===== src/rtl/mul_issue_ctrl_if.sv =====
// Signal bundle between EX-stage issue logic, the multi-cycle multiplier and
// the downstream result consumer, as seen around mul_issue_ctrl.
interface mul_issue_ctrl_if #(
    parameter int DEST_W = 5
);
    // Every x_valid/x_ready pair transfers exactly one item on a rising clk edge
    // where both are high; a producer keeps valid and payload stable until then.
    logic              in_valid;
    logic              in_ready;
    logic [2:0]        in_op;
    logic [31:0]       in_src1;
    logic [31:0]       in_src2;
    logic [DEST_W-1:0] in_dest;
    logic              flush;

    logic              mul_req;
    logic              mul_signed;
    logic [31:0]       mul_x;
    logic [31:0]       mul_y;
    logic [63:0]       mul_result;
    logic              mul_complete;

    logic              out_valid;
    logic              out_ready;
    logic [31:0]       out_result;
    logic [DEST_W-1:0] out_dest;

    modport master (
        input  in_valid, in_op, in_src1, in_src2, in_dest, flush,
        input  mul_result, mul_complete, out_ready,
        output in_ready, mul_req, mul_signed, mul_x, mul_y,
        output out_valid, out_result, out_dest
    );

    modport slave (
        output in_valid, in_op, in_src1, in_src2, in_dest, flush,
        output mul_result, mul_complete, out_ready,
        input  in_ready, mul_req, mul_signed, mul_x, mul_y,
        input  out_valid, out_result, out_dest
    );
endinterface


===== src/rtl/mul_issue_ctrl.sv =====
// Sequences one multiply at a time through the multi-cycle multiplier and
// hands the selected 32-bit result word downstream; flushed ops are drained.
module mul_issue_ctrl #(
    parameter int DEST_W = 5,
    parameter int CNT_W  = 32
) (
    input  logic             clk,
    input  logic             reset,
    mul_issue_ctrl_if.master bus,
    output logic [CNT_W-1:0] done_cnt,
    output logic [1:0]       dbg_state_o
);
    typedef enum logic [1:0] {IDLE, BUSY, DRAIN, DONE} state_e;

    state_e            state_q, state_d;
    logic [31:0]       x_q, x_d;
    logic [31:0]       y_q, y_d;
    logic              signed_q, signed_d;
    logic              low_q, low_d;
    logic [DEST_W-1:0] dest_q, dest_d;
    logic [31:0]       res_q, res_d;
    logic [DEST_W-1:0] odest_q, odest_d;
    logic [CNT_W-1:0]  cnt_q, cnt_d;

    logic in_ready;
    logic accept;
    logic op_mulh;
    logic op_mulhu;

    assign in_ready = !bus.flush &&
                      (state_q == IDLE || (state_q == DONE && bus.out_ready));
    assign accept   = bus.in_valid && in_ready;

    // Anything that is not exactly mulh.w or mulh.wu is handled as mul.w.
    assign op_mulh  = (bus.in_op == 3'b010);
    assign op_mulhu = (bus.in_op == 3'b100);

    always_comb begin
        state_d  = state_q;
        x_d      = x_q;
        y_d      = y_q;
        signed_d = signed_q;
        low_d    = low_q;
        dest_d   = dest_q;
        res_d    = res_q;
        odest_d  = odest_q;
        cnt_d    = cnt_q;

        unique case (state_q)
            IDLE: begin
                if (accept) begin
                    x_d      = bus.in_src1;
                    y_d      = bus.in_src2;
                    dest_d   = bus.in_dest;
                    signed_d = !op_mulhu;
                    low_d    = !(op_mulh || op_mulhu);
                    state_d  = BUSY;
                end
            end
            BUSY: begin
                if (bus.flush) begin
                    // The multiplier only resets its counter on completion, so
                    // an aborted op must still run to its complete pulse.
                    state_d = bus.mul_complete ? IDLE : DRAIN;
                end else if (bus.mul_complete) begin
                    res_d   = low_q ? bus.mul_result[31:0] : bus.mul_result[63:32];
                    odest_d = dest_q;
                    state_d = DONE;
                end
            end
            DRAIN: begin
                if (bus.mul_complete) begin
                    state_d = IDLE;
                end
            end
            DONE: begin
                if (bus.flush) begin
                    state_d = IDLE;
                end else if (bus.out_ready) begin
                    cnt_d = cnt_q + 1'b1;
                    if (accept) begin
                        x_d      = bus.in_src1;
                        y_d      = bus.in_src2;
                        dest_d   = bus.in_dest;
                        signed_d = !op_mulhu;
                        low_d    = !(op_mulh || op_mulhu);
                        state_d  = BUSY;
                    end else begin
                        state_d = IDLE;
                    end
                end
            end
            default: state_d = IDLE;
        endcase
    end

    always_ff @(posedge clk) begin
        if (reset) begin
            state_q  <= IDLE;
            x_q      <= '0;
            y_q      <= '0;
            signed_q <= 1'b0;
            low_q    <= 1'b0;
            dest_q   <= '0;
            res_q    <= '0;
            odest_q  <= '0;
            cnt_q    <= '0;
        end else begin
            state_q  <= state_d;
            x_q      <= x_d;
            y_q      <= y_d;
            signed_q <= signed_d;
            low_q    <= low_d;
            dest_q   <= dest_d;
            res_q    <= res_d;
            odest_q  <= odest_d;
            cnt_q    <= cnt_d;
        end
    end

    assign bus.in_ready   = in_ready;
    assign bus.mul_req    = (state_q == BUSY) || (state_q == DRAIN);
    assign bus.mul_signed = signed_q;
    assign bus.mul_x      = x_q;
    assign bus.mul_y      = y_q;
    assign bus.out_valid  = (state_q == DONE);
    assign bus.out_result = res_q;
    assign bus.out_dest   = odest_q;
    assign done_cnt       = cnt_q;
    assign dbg_state_o    = state_q;
endmodule


===== src/flat_wrapper.sv =====
// flat-port wrapper written by rule: the top's interface ports become plain ports
module mul_issue_ctrl_flat 
#(
    parameter int DEST_W = 5,
    parameter int CNT_W  = 32
)
  (clk, reset, done_cnt, dbg_state_o, bus_in_valid, bus_in_op, bus_in_src1, bus_in_src2, bus_in_dest, bus_flush, bus_mul_result, bus_mul_complete, bus_out_ready, bus_in_ready, bus_mul_req, bus_mul_signed, bus_mul_x, bus_mul_y, bus_out_valid, bus_out_result, bus_out_dest);
  mul_issue_ctrl_if #(.DEST_W(DEST_W)) bus_i ();
  input  logic clk;
  input  logic reset;
  output logic [CNT_W-1:0] done_cnt;
  output logic [1:0] dbg_state_o;
  input wire logic [$bits(bus_i.in_valid)-1:0] bus_in_valid;
  input wire logic [$bits(bus_i.in_op)-1:0] bus_in_op;
  input wire logic [$bits(bus_i.in_src1)-1:0] bus_in_src1;
  input wire logic [$bits(bus_i.in_src2)-1:0] bus_in_src2;
  input wire logic [$bits(bus_i.in_dest)-1:0] bus_in_dest;
  input wire logic [$bits(bus_i.flush)-1:0] bus_flush;
  input wire logic [$bits(bus_i.mul_result)-1:0] bus_mul_result;
  input wire logic [$bits(bus_i.mul_complete)-1:0] bus_mul_complete;
  input wire logic [$bits(bus_i.out_ready)-1:0] bus_out_ready;
  output wire logic [$bits(bus_i.in_ready)-1:0] bus_in_ready;
  output wire logic [$bits(bus_i.mul_req)-1:0] bus_mul_req;
  output wire logic [$bits(bus_i.mul_signed)-1:0] bus_mul_signed;
  output wire logic [$bits(bus_i.mul_x)-1:0] bus_mul_x;
  output wire logic [$bits(bus_i.mul_y)-1:0] bus_mul_y;
  output wire logic [$bits(bus_i.out_valid)-1:0] bus_out_valid;
  output wire logic [$bits(bus_i.out_result)-1:0] bus_out_result;
  output wire logic [$bits(bus_i.out_dest)-1:0] bus_out_dest;
  assign bus_i.in_valid = bus_in_valid;
  assign bus_i.in_op = bus_in_op;
  assign bus_i.in_src1 = bus_in_src1;
  assign bus_i.in_src2 = bus_in_src2;
  assign bus_i.in_dest = bus_in_dest;
  assign bus_i.flush = bus_flush;
  assign bus_i.mul_result = bus_mul_result;
  assign bus_i.mul_complete = bus_mul_complete;
  assign bus_i.out_ready = bus_out_ready;
  assign bus_in_ready = bus_i.in_ready;
  assign bus_mul_req = bus_i.mul_req;
  assign bus_mul_signed = bus_i.mul_signed;
  assign bus_mul_x = bus_i.mul_x;
  assign bus_mul_y = bus_i.mul_y;
  assign bus_out_valid = bus_i.out_valid;
  assign bus_out_result = bus_i.out_result;
  assign bus_out_dest = bus_i.out_dest;
  mul_issue_ctrl #(.DEST_W(DEST_W), .CNT_W(CNT_W)) u_core (.clk(clk), .reset(reset), .bus(bus_i), .done_cnt(done_cnt), .dbg_state_o(dbg_state_o));
endmodule

===== config.mk =====
export PLATFORM = sky130hd
export DESIGN_NAME = mul_issue_ctrl_flat
export DESIGN_NICKNAME = d
export VERILOG_FILES = /design/src/rtl/mul_issue_ctrl_if.sv /design/src/rtl/mul_issue_ctrl.sv /design/src/flat_wrapper.sv
export SDC_FILE = /design/constraint.sdc
export NUM_CORES = 1
export LEC_CHECK = 0
export ABC_AREA = 1
export ABC_CLOCK_PERIOD_IN_PS = 1900
export BUFFER_PORTS_ARGS = -buffer_cell sky130_fd_sc_hd__buf_2
export CAP_MARGIN = 20
export CORE_MARGIN = 4
export CORE_UTILIZATION = 30
export DETAILED_ROUTE_END_ITERATION = 7
export SETUP_SLACK_MARGIN = 0.1
export SLEW_MARGIN = 0
export SYNTH_ARGS = -nofsm -noshare
export SYNTH_HDL_FRONTEND = slang
export SYNTH_SLANG_ARGS = --single-unit

===== constraint.sdc =====
create_clock -name clk -period 1.9 [get_ports clk]
set_input_delay 0.095 -clock clk [delete_from_list [all_inputs] [get_ports clk]]
set_output_delay 0.095 -clock clk [all_outputs]
set_load 0.1 [all_outputs]

==> out/summary.json <==
{
  "via_count_of_the_first_global_routing_pass": 6309,
  "ys_seq_area_share_pct": 45.90,
  "synth-seq-cells": 142,
  "dp.cells": 1354,
  "route.antenna.remaining_nets": 0,
  "placement_rows": 52,
  "io_pins": 281,
  "synth_warnings": 0,
  "synth_cells": 834,
  "slew_headroom_pct": 59.91,
  "avgRoutedWirePerCell_um": 14.18,
  "numPortBuffers": 280,
  "sw_frac_of_total_pct": 50.14,
  "power-per-cell-area_nw_per_um2": 1423,
  "setup_viol_count_final": 0,
  "route.top_layer_used": "met4",
  "route.detailed.drc": 0,
  "detailedRoute.firstPassIterationCount": 5,
  "timing.critical_path.from_type": "flip-flop",
  "finalHoldViolCount": 0,
  "numClockSinks": 142,
  "dp.final_hpwl_um": 13880,
  "clockPowerShare_pct": 25.3,
  "worst-slew-pin-transition_ns": 0.6014,
  "clk_latency_ns": 0.41,
  "clock_tree.buffer_depth": 2,
  "comb_power_share_pct": 46.3,
  "layout.core_utilization_pct": 45.80,
  "yosys-mux-area-fraction_pct": 5.818,
  "fin_total_pwr_mw": 13.23,
  "power_switching_mw": 6.632,
  "achievable-frequency_mhz": 594.2,
  "synth_enable_flop_cells": 0,
  "core_area_um2": 20300,
  "cp.arrival_ns": 1.99,
  "cts-buffers-inserted": 17,
  "final_layout_size_suffix_gt1_share_pct": 34.62,
  "vias_per_cell": 4.518,
  "h-tree-depth": 4,
  "period_needed_ns": 1.683,
  "floorplan.die.width_um": 151.7,
  "final-max-slew-violation-count": 0,
  "dr_wl_met2_um": 10060,
  "critical_path.endpoint_type": "flip-flop",
  "finalClockSkew_ns": 0.01020,
  "maximum_number_of_pins_on_one_net_before_global_route_repair": 72,
  "p_leak_nw": 4.388,
  "syn_avg_cell_area_um2": 7.426,
  "holdCritPathClass": "input pin to flip-flop",
  "clk_pin_slew_ns": 0.07,
  "max-cap-violations": 0,
  "rsz0062_at_grt": "true",
  "via_count": 6601,
  "layout.filler_cells": 1993,
  "wl_met3_um": 1458,
  "synth_xor_area_share_pct": 0.4242,
  "criticalPathCategory": "flip-flop to flip-flop",
  "global_placer_s_final_weighted_congestion": 0.8231,
  "clk_root_buffer_cell": "sky130_fd_sc_hd__clkbuf_16",
  "fin_crit_sh_pct": 88.58,
  "start_util_pct": 30.51,
  "die_h_um": 151.7,
  "dominant_combinational_cell_family_by_area_after_synthesis": "simple AND/OR/NAND/NOR gates",
  "clock_tree_from_tritoncts": "yes",
  "status": "completed",
  "vdd_ir_drop_max_uv": 1024,
  "fin_cells": 1461,
  "finalWirelength_um": 20720,
  "synth_ff_type": "sky130_fd_sc_hd__dfxtp_1",
  "synth_compound_gate_area_share_pct": 11.47,
  "routedLengthMet1_um": 8927,
  "cellInternalPower_mw": 6.594,
  "area_delta_synth_final_pct": 50.10,
  "portion_of_total_power_attributed_to_sequential_cells_pct": 28.3,
  "design.final.nets": 1325,
  "synthDistinctLibCells": 33,
  "synth_area_um2": 6193,
  "postSynthNetCount": 982,
  "leftover_overflow_at_the_end_of_global_routing": 0,
  "die-area_um2": 23010,
  "simple_logic_cell_fraction_of_the_synthesized_area_pct": 28.00,
  "initial_antenna_violation_count": 1,
  "wire_length_of_the_first_global_routing_pass_um": 31620,
  "synthArstFlopShare_pct": 0,
  "worst-endpoint-required_ns": 2.21,
  "yosys.area_share.adder_pct": 1.212,
  "globalRouteTotalUtil_pct": 17.16,
  "drt-initial-drc-count": 278,
  "critPathMaxFanout": 34
}
## metrics by stage
| stage | setup slack [ns] | hold slack [ns] | instance area (µm²) | TNS [ns] |
|---|---|---|---|---|
| 6_report | 0.2171 | 0.04211 | 9296 | 0 |
| 4_1_cts | 0.1370 | 0.03285 | 9204 | 0 |
| 5_1_grt | 0.09397 | 0.05487 | 9296 | 0 |
| 3_3_place_gp | 0.1918 | 0.3147 | 7920 | 0 |
| 2_1_floorplan | -0.1952 | 0.2299 | 6280 | -13.16 |
| 3_5_place_dp | 0.1630 | 0.3243 | 7920 | 0 |
## placed cells by master, fill, tap and decap left out, drive strengths merged, types with 8 or more instances in the layout
| cell | instances |
|---|---|
| o21ai | 78 |
| a21oi | 55 |
| dfxtp | 142 |
| nor2 | 203 |
| clkbuf | 19 |
| nand4 | 8 |
| buf | 298 |
| mux2 | 32 |
| inv | 60 |
| nand2 | 132 |
| dlygate4sd3 | 69 |
| nand3 | 61 |
## critical path, cell delays in order (launching register included)
cell                       delay [ns]
sky130_fd_sc_hd__dfxtp_4         0.38
sky130_fd_sc_hd__ha_4            0.17
sky130_fd_sc_hd__nand3_4         0.15
sky130_fd_sc_hd__nand2_8         0.11
sky130_fd_sc_hd__nand2_4         0.05
sky130_fd_sc_hd__nor2_4          0.20
sky130_fd_sc_hd__clkinv_4        0.13
sky130_fd_sc_hd__buf_12          0.19
sky130_fd_sc_hd__nor2_1          0.14
sky130_fd_sc_hd__nor2_1          0.06
## power groups by stage
stage               Sequential, mW  Clock, mW  Combinational [mW]
floorplan                     7.03          0                1.67
global placement              3.79          0                5.88
detailed placement            3.79          0                5.90
CTS                           3.74       3.46                6.02
global route                  3.81       3.58                6.47
finish                        3.75       3.35                6.13
## cell families after synthesis
group | Yosys count
xor gates and xnor gates | 3
muxes | 32
adders and majority gates | 6
DFF | 142
buffers and inverters | 98
and+or+nand+nor | 414
AOI/OAI and AO/OA | 139
## cells in the mapped netlist, types with 2 or more instances
library cell | number | area [µm²]
sky130_fd_sc_hd__nand4_1 | 8 | 50.05
sky130_fd_sc_hd__clkbuf_2 | 6 | 30.03
sky130_fd_sc_hd__a21oi_1 | 55 | 275.3
sky130_fd_sc_hd__ha_1 | 6 | 75.07
sky130_fd_sc_hd__o21ai_0 | 78 | 390.4
sky130_fd_sc_hd__nand2_1 | 130 | 488.0
sky130_fd_sc_hd__nor2_2 | 5 | 31.28
sky130_fd_sc_hd__dfxtp_1 | 142 | 2843
sky130_fd_sc_hd__mux2_2 | 32 | 360.4
sky130_fd_sc_hd__nor2_4 | 3 | 33.78
sky130_fd_sc_hd__buf_2 | 10 | 50.05
sky130_fd_sc_hd__buf_1 | 5 | 18.77
sky130_fd_sc_hd__nor3_1 | 4 | 20.02
sky130_fd_sc_hd__nand2_2 | 2 | 12.51
sky130_fd_sc_hd__inv_1 | 51 | 191.4
sky130_fd_sc_hd__buf_6 | 7 | 78.83
sky130_fd_sc_hd__clkbuf_1 | 15 | 56.30
sky130_fd_sc_hd__xnor2_1 | 2 | 17.52
sky130_fd_sc_hd__nand3b_1 | 2 | 15.01
sky130_fd_sc_hd__nand3_1 | 59 | 295.3
sky130_fd_sc_hd__nor2_1 | 195 | 732.0
sky130_fd_sc_hd__o21a_1 | 3 | 22.52
sky130_fd_sc_hd__inv_2 | 2 | 7.510
sky130_fd_sc_hd__nor3b_1 | 3 | 22.52
## final timing paths
check                                                   startpoint                            endpoint  slack, ns  depth (start not counted)
worst min register to register     u_core.done_cnt[8]$_SDFFE_PP0P_     u_core.done_cnt[8]$_SDFFE_PP0P_       0.45                          2
worst max register to register  u_core.dbg_state_o[0]$_SDFFE_PP0P_   u_core.bus.mul_x[11]$_SDFFE_PP0P_       0.22                          9
worst max-delay path            u_core.dbg_state_o[0]$_SDFFE_PP0P_   u_core.bus.mul_x[11]$_SDFFE_PP0P_       0.22                          9
worst min-delay path                                  bus_in_op[2]  u_core.bus.mul_signed$_SDFFE_PP0P_       0.04                          4
## per-layer routing
metal	vias to the layer above	global-route usage, %
li1	3387	-
met3	17	4.848
met5	-	0
met1	2979	21.65
met4	0	5.166
met2	218	28.56
## final cells by class
type                       instances  area [µm²]  area share [%]
antenna                            1       2.502         0.02692
clock buffer                      18       439.2           4.724
clock inverter                    14       151.4           1.629
inverter                          54       207.7           2.234
multi-input combinational        594        2965           31.90
sequential                       142        2880           30.98
tap                              270       337.8           3.634
timing repair buffer             368        2312           24.87
## flip-flops by register name (all words and copies together), names as in the netlist
name and flops:
u_core.done_cnt 32, u_core.bus.out_dest 5, u_core.bus.out_result 32, u_core.bus.mul_signed 1, u_core.bus.mul_x 32, u_core.bus.mul_y 32, u_core.dbg_state_o 2, u_core.dest_q 5
u_core.low_q 1
## what timing repair did
| item | in CTS | in global routing |
|---|---|---|
| pin swaps | 0 | 2 |
| buffers inserted | 0 | 3 |
| endpoints found under the hold margin | 69 | 0 |
| hold buffers | 69 | 0 |
| resized for setup | 1 | 9 |
| gates cloned | 0 | 2 |
| setup endpoints to repair | 1 | 60 |
Note: power is estimated with default switching activity, not from simulation.
